File: config.mk
export PLATFORM = sky130hd
export DESIGN_NAME = alu_seq_4_bit_flat
export DESIGN_NICKNAME = d
export VERILOG_FILES = /design/src/rtl/alu_seq_4_bit_if.sv /design/src/rtl/alu_seq_4_bit.sv /design/src/flat_wrapper.sv
export SDC_FILE = /design/constraint.sdc
export NUM_CORES = 1
export LEC_CHECK = 0
export BUFFER_PORTS_ARGS = -buffer_cell sky130_fd_sc_hd__buf_2
export CAP_MARGIN = 20
export CORE_ASPECT_RATIO = 2
export CORE_MARGIN = 2
export CORE_UTILIZATION = 35
export DETAILED_ROUTE_END_ITERATION = 7
export MAX_ROUTING_LAYER = met4
export PLACE_DENSITY = 0.57
export SLEW_MARGIN = 10
export SYNTH_ARGS = -nofsm -noshare
export SYNTH_HDL_FRONTEND = slang
export SYNTH_SLANG_ARGS = --single-unit
File: constraint.sdc
create_clock -name clk -period 1.5 [get_ports clk]
set_clock_uncertainty 0.1 [all_clocks]
set_input_delay 0.15 -clock clk [delete_from_list [all_inputs] [get_ports clk]]
set_output_delay 0.15 -clock clk [all_outputs]
set_load 0.1 [all_outputs]
File: src/rtl/alu_seq_4_bit_if.sv
// Bus bundle between the issue/writeback stage and its surroundings:
// instruction handshake, external ALU connection, result and debug ports.
interface alu_seq_4_bit_if #(
  parameter int unsigned DATA_W = 4,
  parameter int unsigned ADDR_W = 2
);
  logic              instr_valid;
  logic              instr_ready;
  logic              instr_ld;
  logic [2:0]        instr_op;
  logic [ADDR_W-1:0] instr_rd;
  logic [ADDR_W-1:0] instr_rs1;
  logic [ADDR_W-1:0] instr_rs2;
  logic [DATA_W-1:0] instr_imm;
  logic [2:0]        alu_op;
  logic [DATA_W-1:0] alu_in1;
  logic [DATA_W-1:0] alu_in2;
  logic [DATA_W-1:0] alu_out;
  logic              res_valid;
  logic [ADDR_W-1:0] res_rd;
  logic [DATA_W-1:0] res_data;
  logic [ADDR_W-1:0] dbg_addr;
  logic [DATA_W-1:0] dbg_data;

  modport slave (
    input  instr_valid, instr_ld, instr_op, instr_rd, instr_rs1, instr_rs2, instr_imm,
    input  alu_out, dbg_addr,
    output instr_ready, alu_op, alu_in1, alu_in2, res_valid, res_rd, res_data, dbg_data
  );

  modport master (
    output instr_valid, instr_ld, instr_op, instr_rd, instr_rs1, instr_rs2, instr_imm,
    output alu_out, dbg_addr,
    input  instr_ready, alu_op, alu_in1, alu_in2, res_valid, res_rd, res_data, dbg_data
  );
endinterface

File: src/rtl/alu_seq_4_bit.sv
// Issue/writeback stage in front of an external combinational 4-bit ALU.
// One instruction in flight at a time: IDLE -> EXEC -> WB, or IDLE -> WB for loads.
module alu_seq_4_bit #(
  parameter int unsigned DATA_W = 4,
  parameter int unsigned REG_N  = 4,
  parameter int unsigned ADDR_W = 2
) (
  input logic            clk,
  input logic            rst,
  alu_seq_4_bit_if.slave bus
);
  typedef enum logic [1:0] {StIdle, StExec, StWb} state_e;

  state_e            state_q, state_d;
  logic [2:0]        alu_op_q, alu_op_d;
  logic [DATA_W-1:0] alu_in1_q, alu_in1_d;
  logic [DATA_W-1:0] alu_in2_q, alu_in2_d;
  logic [ADDR_W-1:0] res_rd_q, res_rd_d;
  logic [DATA_W-1:0] res_data_q, res_data_d;
  logic [DATA_W-1:0] rf_q [REG_N];
  logic              rf_we;
  logic              ready;
  logic              res_valid;

  always_comb begin
    state_d    = state_q;
    alu_op_d   = alu_op_q;
    alu_in1_d  = alu_in1_q;
    alu_in2_d  = alu_in2_q;
    res_rd_d   = res_rd_q;
    res_data_d = res_data_q;
    rf_we      = 1'b0;
    ready      = 1'b0;
    res_valid  = 1'b0;
    unique case (state_q)
      StIdle: begin
        ready = 1'b1;
        if (bus.instr_valid) begin
          // Destination is latched at accept for both paths.
          res_rd_d = bus.instr_rd;
          if (bus.instr_ld) begin
            res_data_d = bus.instr_imm;
            state_d    = StWb;
          end else begin
            alu_op_d  = bus.instr_op;
            alu_in1_d = rf_q[bus.instr_rs1];
            alu_in2_d = rf_q[bus.instr_rs2];
            state_d   = StExec;
          end
        end
      end
      StExec: begin
        res_data_d = bus.alu_out;
        state_d    = StWb;
      end
      StWb: begin
        res_valid = 1'b1;
        rf_we     = 1'b1;
        state_d   = StIdle;
      end
      default: state_d = StIdle;
    endcase
  end

  always_ff @(posedge clk or posedge rst) begin
    if (rst) begin
      state_q    <= StIdle;
      alu_op_q   <= '0;
      alu_in1_q  <= '0;
      alu_in2_q  <= '0;
      res_rd_q   <= '0;
      res_data_q <= '0;
    end else begin
      state_q    <= state_d;
      alu_op_q   <= alu_op_d;
      alu_in1_q  <= alu_in1_d;
      alu_in2_q  <= alu_in2_d;
      res_rd_q   <= res_rd_d;
      res_data_q <= res_data_d;
    end
  end

  always_ff @(posedge clk or posedge rst) begin
    if (rst) begin
      for (int i = 0; i < REG_N; i++) rf_q[i] <= '0;
    end else if (rf_we) begin
      rf_q[res_rd_q] <= res_data_q;
    end
  end

  assign bus.instr_ready = ready;
  assign bus.alu_op      = alu_op_q;
  assign bus.alu_in1     = alu_in1_q;
  assign bus.alu_in2     = alu_in2_q;
  assign bus.res_valid   = res_valid;
  assign bus.res_rd      = res_rd_q;
  assign bus.res_data    = res_data_q;
  assign bus.dbg_data    = rf_q[bus.dbg_addr];
endmodule

File: src/flat_wrapper.sv
// flat-port wrapper written by rule: the top's interface ports become plain ports
module alu_seq_4_bit_flat 
#(
  parameter int unsigned DATA_W = 4,
  parameter int unsigned REG_N  = 4,
  parameter int unsigned ADDR_W = 2
)
  (clk, rst, bus_instr_valid, bus_instr_ld, bus_instr_op, bus_instr_rd, bus_instr_rs1, bus_instr_rs2, bus_instr_imm, bus_alu_out, bus_dbg_addr, bus_instr_ready, bus_alu_op, bus_alu_in1, bus_alu_in2, bus_res_valid, bus_res_rd, bus_res_data, bus_dbg_data);
  alu_seq_4_bit_if #(.DATA_W(DATA_W), .ADDR_W(ADDR_W)) bus_i ();
  input logic clk;
  input logic rst;
  input wire logic [$bits(bus_i.instr_valid)-1:0] bus_instr_valid;
  input wire logic [$bits(bus_i.instr_ld)-1:0] bus_instr_ld;
  input wire logic [$bits(bus_i.instr_op)-1:0] bus_instr_op;
  input wire logic [$bits(bus_i.instr_rd)-1:0] bus_instr_rd;
  input wire logic [$bits(bus_i.instr_rs1)-1:0] bus_instr_rs1;
  input wire logic [$bits(bus_i.instr_rs2)-1:0] bus_instr_rs2;
  input wire logic [$bits(bus_i.instr_imm)-1:0] bus_instr_imm;
  input wire logic [$bits(bus_i.alu_out)-1:0] bus_alu_out;
  input wire logic [$bits(bus_i.dbg_addr)-1:0] bus_dbg_addr;
  output wire logic [$bits(bus_i.instr_ready)-1:0] bus_instr_ready;
  output wire logic [$bits(bus_i.alu_op)-1:0] bus_alu_op;
  output wire logic [$bits(bus_i.alu_in1)-1:0] bus_alu_in1;
  output wire logic [$bits(bus_i.alu_in2)-1:0] bus_alu_in2;
  output wire logic [$bits(bus_i.res_valid)-1:0] bus_res_valid;
  output wire logic [$bits(bus_i.res_rd)-1:0] bus_res_rd;
  output wire logic [$bits(bus_i.res_data)-1:0] bus_res_data;
  output wire logic [$bits(bus_i.dbg_data)-1:0] bus_dbg_data;
  assign bus_i.instr_valid = bus_instr_valid;
  assign bus_i.instr_ld = bus_instr_ld;
  assign bus_i.instr_op = bus_instr_op;
  assign bus_i.instr_rd = bus_instr_rd;
  assign bus_i.instr_rs1 = bus_instr_rs1;
  assign bus_i.instr_rs2 = bus_instr_rs2;
  assign bus_i.instr_imm = bus_instr_imm;
  assign bus_i.alu_out = bus_alu_out;
  assign bus_i.dbg_addr = bus_dbg_addr;
  assign bus_instr_ready = bus_i.instr_ready;
  assign bus_alu_op = bus_i.alu_op;
  assign bus_alu_in1 = bus_i.alu_in1;
  assign bus_alu_in2 = bus_i.alu_in2;
  assign bus_res_valid = bus_i.res_valid;
  assign bus_res_rd = bus_i.res_rd;
  assign bus_res_data = bus_i.res_data;
  assign bus_dbg_data = bus_i.dbg_data;
  alu_seq_4_bit #(.DATA_W(DATA_W), .REG_N(REG_N), .ADDR_W(ADDR_W)) u_core (.clk(clk), .rst(rst), .bus(bus_i));
endmodule
==> run metrics, run 1 <==
run status complete, but fails checks; failing checks setup timing; area delta synth->final 52.8%; initial antenna violation count 0; warnings from Yosys 0; first-pass GRT wire length around 6.8 mm; row count 35; worst r2r src u_core.state_q[0]; H-tree level count 2; Die W about 53 microns; I/O pin cnt 46; ranking of synthesized cells by area dfrtp_1 (52%), mux2_2 (25%), mux4_2 (16%); RSZ-0062 raised after global routing yes; startpoint types flip-flop; Hold EP u_core.bus.res_data[0]; maxcap violations 0; worst slew pin tran around 0.5 ns; Via Count roughly 1200; Pre-Repair DR Iteration Count 4; endpoints failing setup 28; leading area contributor after synthesis dfrtp_1; Starting Density 36.3%; Chip Height ~100 microns; fillers 406; Critical Path Fanout Max 4; Worst path max stage delay between 0.5 and 0.6 ns; post-synthesis cell count just under 100; CP bufs+invs 1; Bufs on Longest Clock Path 2; nets 206; most frequent cells in the layout buf_2 (37), dfrtp_1 (32), buf_4 (25); worst path required time around 1.3 ns; largest net degree at the start of global routing 36; Peak supply drop 0.00153 V; Via-to-Cell Ratio 5.11; clk_lat worst skew about 0.28 ns; number of global-route vias before repair 1319; clk root buf clkbuf_8; synthesized netlist net count 120; core region area around 4600 sq um; fin crit share 110%; CP Class reg -> out; family with the most delay on the worst path multiplexers; drt first-iter violations 16; Mapped Area around 1700 sq um; R2R depth 3; layout cells sized above 1 roughly 78%; final-report max-slew violation count 0; register area share after synthesis ~52%; worst-path cell chain mux4_2 -> buf_12; Routed WL per cell between 15 and 20 microns; TritonCTS clock tree done; CP arrival around 1.4 ns; CP max-delay cell mux4_2; GRT overflow 0; final setup margin -0.146 ns; Critical Path Sink Type output port; Final Cell Area 2550 sq um; Area after DPL between 2000 and 2500 sq um; Detail Route Antenna Nets 0; hold path start bus_instr_imm[0]; Rel. slew slack between 60 and 70%; Reg clk slew, reported paths about 0.07 ns; CTS Buf Count 5; Max Clk Rate 0.608 GHz; Hold Vio Cnt, Final 0; commonest non-fill, non-tap cell in the layout buf_2; Final Critical Period roughly 1.6 ns; Syn Area/Cell ~17 sq um; Pleak 1.20 nW; FF-to-FF End u_core.rf_q[14]; Remaining DRCs 0; Port Buf Inserts 45; R2R Setup Slk -0.09 ns; final HPWL from detailed placement 2.99 mm; Distinct cells, synth 14; power per cell area roughly 2400 nW/um^2; TritonCTS Sinks 35; Hold Crit Depth 3; final wirelength 4.23 mm; top-area cell type share of the netlist area between 50 and 60%; die area roughly 5400 sq um; n_diodes 0; Seq cells post-synth 35; Core Util, Final between 50% and 60%; Final GP Congestion roughly 0.74; Hold WC Path Type in -> reg; Tot GR Track Use between 10% and 20%
==> how the worst max path moves through the flow <==
stage                            startpoint                     to  slack, ns  cells past startpoint
after floorplan           u_core.state_q[0]        u_core.rf_q[12]      -0.27                      3
after global placement    u_core.state_q[1]   u_core.bus.alu_op[2]      -0.03                      4
after detailed placement  u_core.state_q[1]  u_core.bus.alu_in1[3]      -0.07                      4
after CTS                   u_core.rf_q[14]        bus_dbg_data[2]      -0.16                      2
after global routing        u_core.rf_q[10]        bus_dbg_data[2]      -0.19                      2
final                       u_core.rf_q[10]        bus_dbg_data[2]      -0.15                      2
==> cell families (layout without fill, tap and decap cells) <==
kind of cell           Yosys count  count (layout)  synth area share [%]
muxes                           49              49                  41.2
DFF                             35              35                  52.5
and+or+nand+nor                 10              10                  5.17
buffers and inverters            2              88                 0.899
AOI/OAI and AO/OA                1               1                 0.300
==> worst register-to-register path, cell delays in order, from the launching register on <==
cell and delay, ns:
dfrtp_1 0.42, and2b_4 0.29, nor3b_4 0.31, mux2_2 0.37
==> cell type report <==
type,count,area [sq um],share of cell area [%]
well taps,55,68.8,2.70
flip-flops and latches,35,880,34.5
clock inverters,1,5.00,0.196
clock buffers,6,82.6,3.24
repair buffers,80,622,24.4
multi-input cells,60,890,34.9
inverters,1,3.75,0.147
==> cell usage after synthesis (all sizes together) <==
| master | number |
|---|---|
| mux2 | 37 |
| dfrtp | 35 |
| mux4 | 12 |
| and2b | 2 |
| and3b | 2 |
| nor2 | 2 |
| nor3b | 2 |
| a21oi | 1 |
| buf | 1 |
| inv | 1 |
| nand3 | 1 |
| nor2b | 1 |
==> where the power goes <==
part	internal (mW)	switching, mW	leakage, nW
registers	1.33	0.304	0.419
clock network	0.360	0.328	0.0470
logic	1.43	2.28	0.736
total	3.13	2.91	1.20
==> metrics by stage <==
| step | total power, mW | std cells | setup TNS [ns] | hold WS [ns] | setup slack (ns) |
|---|---|---|---|---|---|
| after floorplan | 4.11 | 97 | -3.92 | 0.198 | -0.271 |
| after global placement | 4.60 | 207 | -0.0502 | 0.165 | -0.0253 |
| after detailed placement | 4.67 | 207 | -0.717 | 0.179 | -0.0739 |
| after CTS | 5.91 | 232 | -1.42 | 0.113 | -0.158 |
| after global routing | 6.30 | 238 | -2.61 | 0.133 | -0.191 |
| final | 6.04 | 238 | -1.29 | 0.120 | -0.146 |
==> registers in the layout, summed over array words and instances (netlist names) <==
| register | count |
|---|---|
| u_core.bus.alu_in2 | 4 |
| u_core.bus.alu_in1 | 4 |
| u_core.rf_q | 16 |
| u_core.bus.res_rd | 2 |
| u_core.bus.alu_op | 3 |
| u_core.state_q | 2 |
| u_core.bus.res_data | 4 |
==> routing by layer <==
layer	share of wire (%)	up-vias	GRT usage (%)
met4	3.8	0	10.7
li1	-	545	-
met3	3.5	14	2.65
met5	0	-	-
met2	60	36	32.8
met1	32	621	18.6
==> repair_timing <==
item	CTS	global route
hold buffers	6	0
setup endpoints to repair	32	35
pin swaps	1	0
resized for setup	31	9
endpoints found under the hold margin	40	0
cloned	0	0
setup buffers	12	6
(Power assumes the default switching activity.)
==> run 2: changes to the inputs <==
--- a/config.mk
+++ b/config.mk
@@ -5,14 +5,15 @@
 export SDC_FILE = /design/constraint.sdc
 export NUM_CORES = 1
 export LEC_CHECK = 0
-export BUFFER_PORTS_ARGS = -buffer_cell sky130_fd_sc_hd__buf_2
 export CAP_MARGIN = 20
 export CORE_ASPECT_RATIO = 2
 export CORE_MARGIN = 2
-export CORE_UTILIZATION = 35
+export CORE_UTILIZATION = 45
 export DETAILED_ROUTE_END_ITERATION = 7
+export DONT_BUFFER_PORTS = 1
 export MAX_ROUTING_LAYER = met4
-export PLACE_DENSITY = 0.57
+export PLACE_DENSITY = 0.6
+export REMOVE_ABC_BUFFERS = 1
 export SLEW_MARGIN = 10
 export SYNTH_ARGS = -nofsm -noshare
 export SYNTH_HDL_FRONTEND = slang
==> run 2 against run 1 <==
Combinational power grew 3%. Non-clock buffer count decreased by 20. Setup slack got worse by 0.041 ns. Sequential power up 2%. The run still ends with setup timing left. Clock-buffer cell count is 1 higher. Maximum frequency decreased by 2.4%.
==> run metrics, run 2 (synthesized netlist as in run 1, its figures left out) <==
Pint 3.23 mW; worst slew pin tran about 0.45 ns; maxcap violations 0; I/O pin cnt 46; max FFs per register 16; Worst path max stage delay around 0.42 ns; most frequent cells in the layout dfrtp_1 (35), buf_4 (34), mux2_4 (28); clk_lat worst skew 0.28 ns; Remaining DRCs 0; power per cell area 2390 nW/um^2; family with the most delay on the worst path simple AND/OR/NAND/NOR gates; Rel. slew slack 69.9%; sw frac between 40% and 50%; clk root buf clkbuf_8; FF-to-FF End u_core.rf_q[15]; clock network power share 10.5%; Hold EP u_core.bus.res_data[2]; RSZ-0062 raised after global routing yes; Final Critical Period 1.69 ns; Chip Height ~90 microns; Max Clk Rate 0.593 GHz; Routed WL per cell 19.9 microns; Hold Crit Depth 2; final HPWL from detailed placement roughly 2.7 mm; drt first-iter violations 19; R2R Setup Slk -0.19 ns; Area after DPL 2020 sq um; H-tree level count 2; Top reg by flops u_core.rf_q; Port Buf Inserts 0; Seq pwr share a little over a quarter; worst r2r src u_core.state_q[1]; run status complete, but fails checks; Starting Density 46.8%; Final Cell Area 2570 sq um; final wirelength 4.24 mm; layout cells sized above 1 72.6%; R2R depth 5; n_diodes 0; Die W 47.1 microns; CP max-delay cell dfrtp_1; Bufs on Longest Clock Path 2; CTS Buf Count 5; Pre-Repair DR Iteration Count 4; TNS Setup -3.14 ns; first-pass GRT wire length roughly 6.3 mm; failing checks setup timing; switching power approximately 3 mW; most frequent CP cell buf_6; TritonCTS clock tree done; Peak supply drop roughly 0.0015 V; initial antenna violation count 0; endpoints failing setup 37; CP bufs+invs 2; nets approximately 190; largest net degree at the start of global routing 36; core region area 3570 sq um; final setup margin -0.186 ns; Comb power frac 62.2%; Critical Path Fanout Max 5; startpoint types flip-flop; CP arrival roughly 1.8 ns; Final GP Congestion 0.799; Detail Route Antenna Nets 0; Via Count between 1000 and 1500; TritonCTS Sinks 35; Tot GR Track Use roughly 22%; Reg clk slew, reported paths 0.07 ns; GRT overflow 0; Pleak about 1.2 nW; CP Class reg -> reg; Via-to-Cell Ratio 5.50; die area ~4200 sq um; row count 31; hold path start bus_alu_out[2]; number of global-route vias before repair between 1000 and 1500; Hold WC Path Type in -> reg; commonest non-fill, non-tap cell in the layout dfrtp_1; worst path required time roughly 1.6 ns; Critical Path Sink Type flip-flop; fin crit share 112%; Core Util, Final between 70% and 80%; Hold Vio Cnt, Final 0; fillers approximately 250; final-report max-slew violation count 0; area delta synth->final 54.3%; worst-path cell chain buf_6 -> and2b_2 -> nor3b_4 -> buf_6 -> mux2_4
run 2: cell types whose count changed in the layout (fill, tap and decap cells not counted), sizes merged:
cell / delta
buf: -19
run 2: cell type report:
class                           count  area [sq um]  share of cell area (%)
Clock buffer                        7          76.3                    2.96
Clock inverter                      1          5.00                   0.194
Inverter                            1          3.75                   0.146
Multi-Input combinational cell     60           920                    35.7
Sequential cell                    35           876                    34.0
Tap cell                           49          61.3                    2.38
Timing Repair Buffer               60           633                    24.6
run 2: what timing repair did:
item | 4_1_cts | 5_1_grt
cloned | 1 | 0
resized for setup | 45 | 11
setup buffers | 18 | 8
hold buffers | 6 | 0
hold endpoints to repair | 40 | 0
setup endpoints to repair | 33 | 39
pin swaps | 1 | 1
run 2: how the worst max path moves through the flow:
stage,slack (ns),start,depth (start not counted),to
after floorplan,-0.42,u_core.state_q[1],1,bus_instr_ready
after global placement,-0.09,u_core.state_q[0],3,u_core.rf_q[13]
after detailed placement,-0.12,u_core.state_q[0],3,u_core.rf_q[15]
after CTS,-0.18,u_core.rf_q[0],2,bus_dbg_data[0]
after global routing,-0.21,u_core.state_q[1],5,u_core.rf_q[14]
final,-0.19,u_core.state_q[1],5,u_core.rf_q[15]
run 2: routing by layer:
metal	vias up	share of wire (%)	track usage [%]
li1	503	-	-
met1	607	34	20.9
met2	47	58	37.6
met3	14	3.7	4.62
met4	0	4.2	12.3
met5	-	0	-
run 2: power by group through the flow:
stage / sequential (mW) / clock [mW] / combinational (mW)
3_5_place_dp: 1.72 / 0 / 3.19
2_1_floorplan: 2.80 / 0 / 1.22
3_3_place_gp: 1.67 / 0 / 3.16
4_1_cts: 1.67 / 0.674 / 3.67
6_report: 1.68 / 0.646 / 3.83
5_1_grt: 1.73 / 0.711 / 3.95
run 2: through the flow:
step           hold slack, ns  power [mW]  instances  setup WS, ns
2_1_floorplan           0.202        4.02         96        -0.423
3_3_place_gp           0.0589        4.83        173       -0.0904
3_5_place_dp           0.0726        4.91        173        -0.122
4_1_cts                0.0277        6.01        206        -0.179
5_1_grt                0.0363        6.38        213        -0.206
6_report               0.0380        6.16        213        -0.186
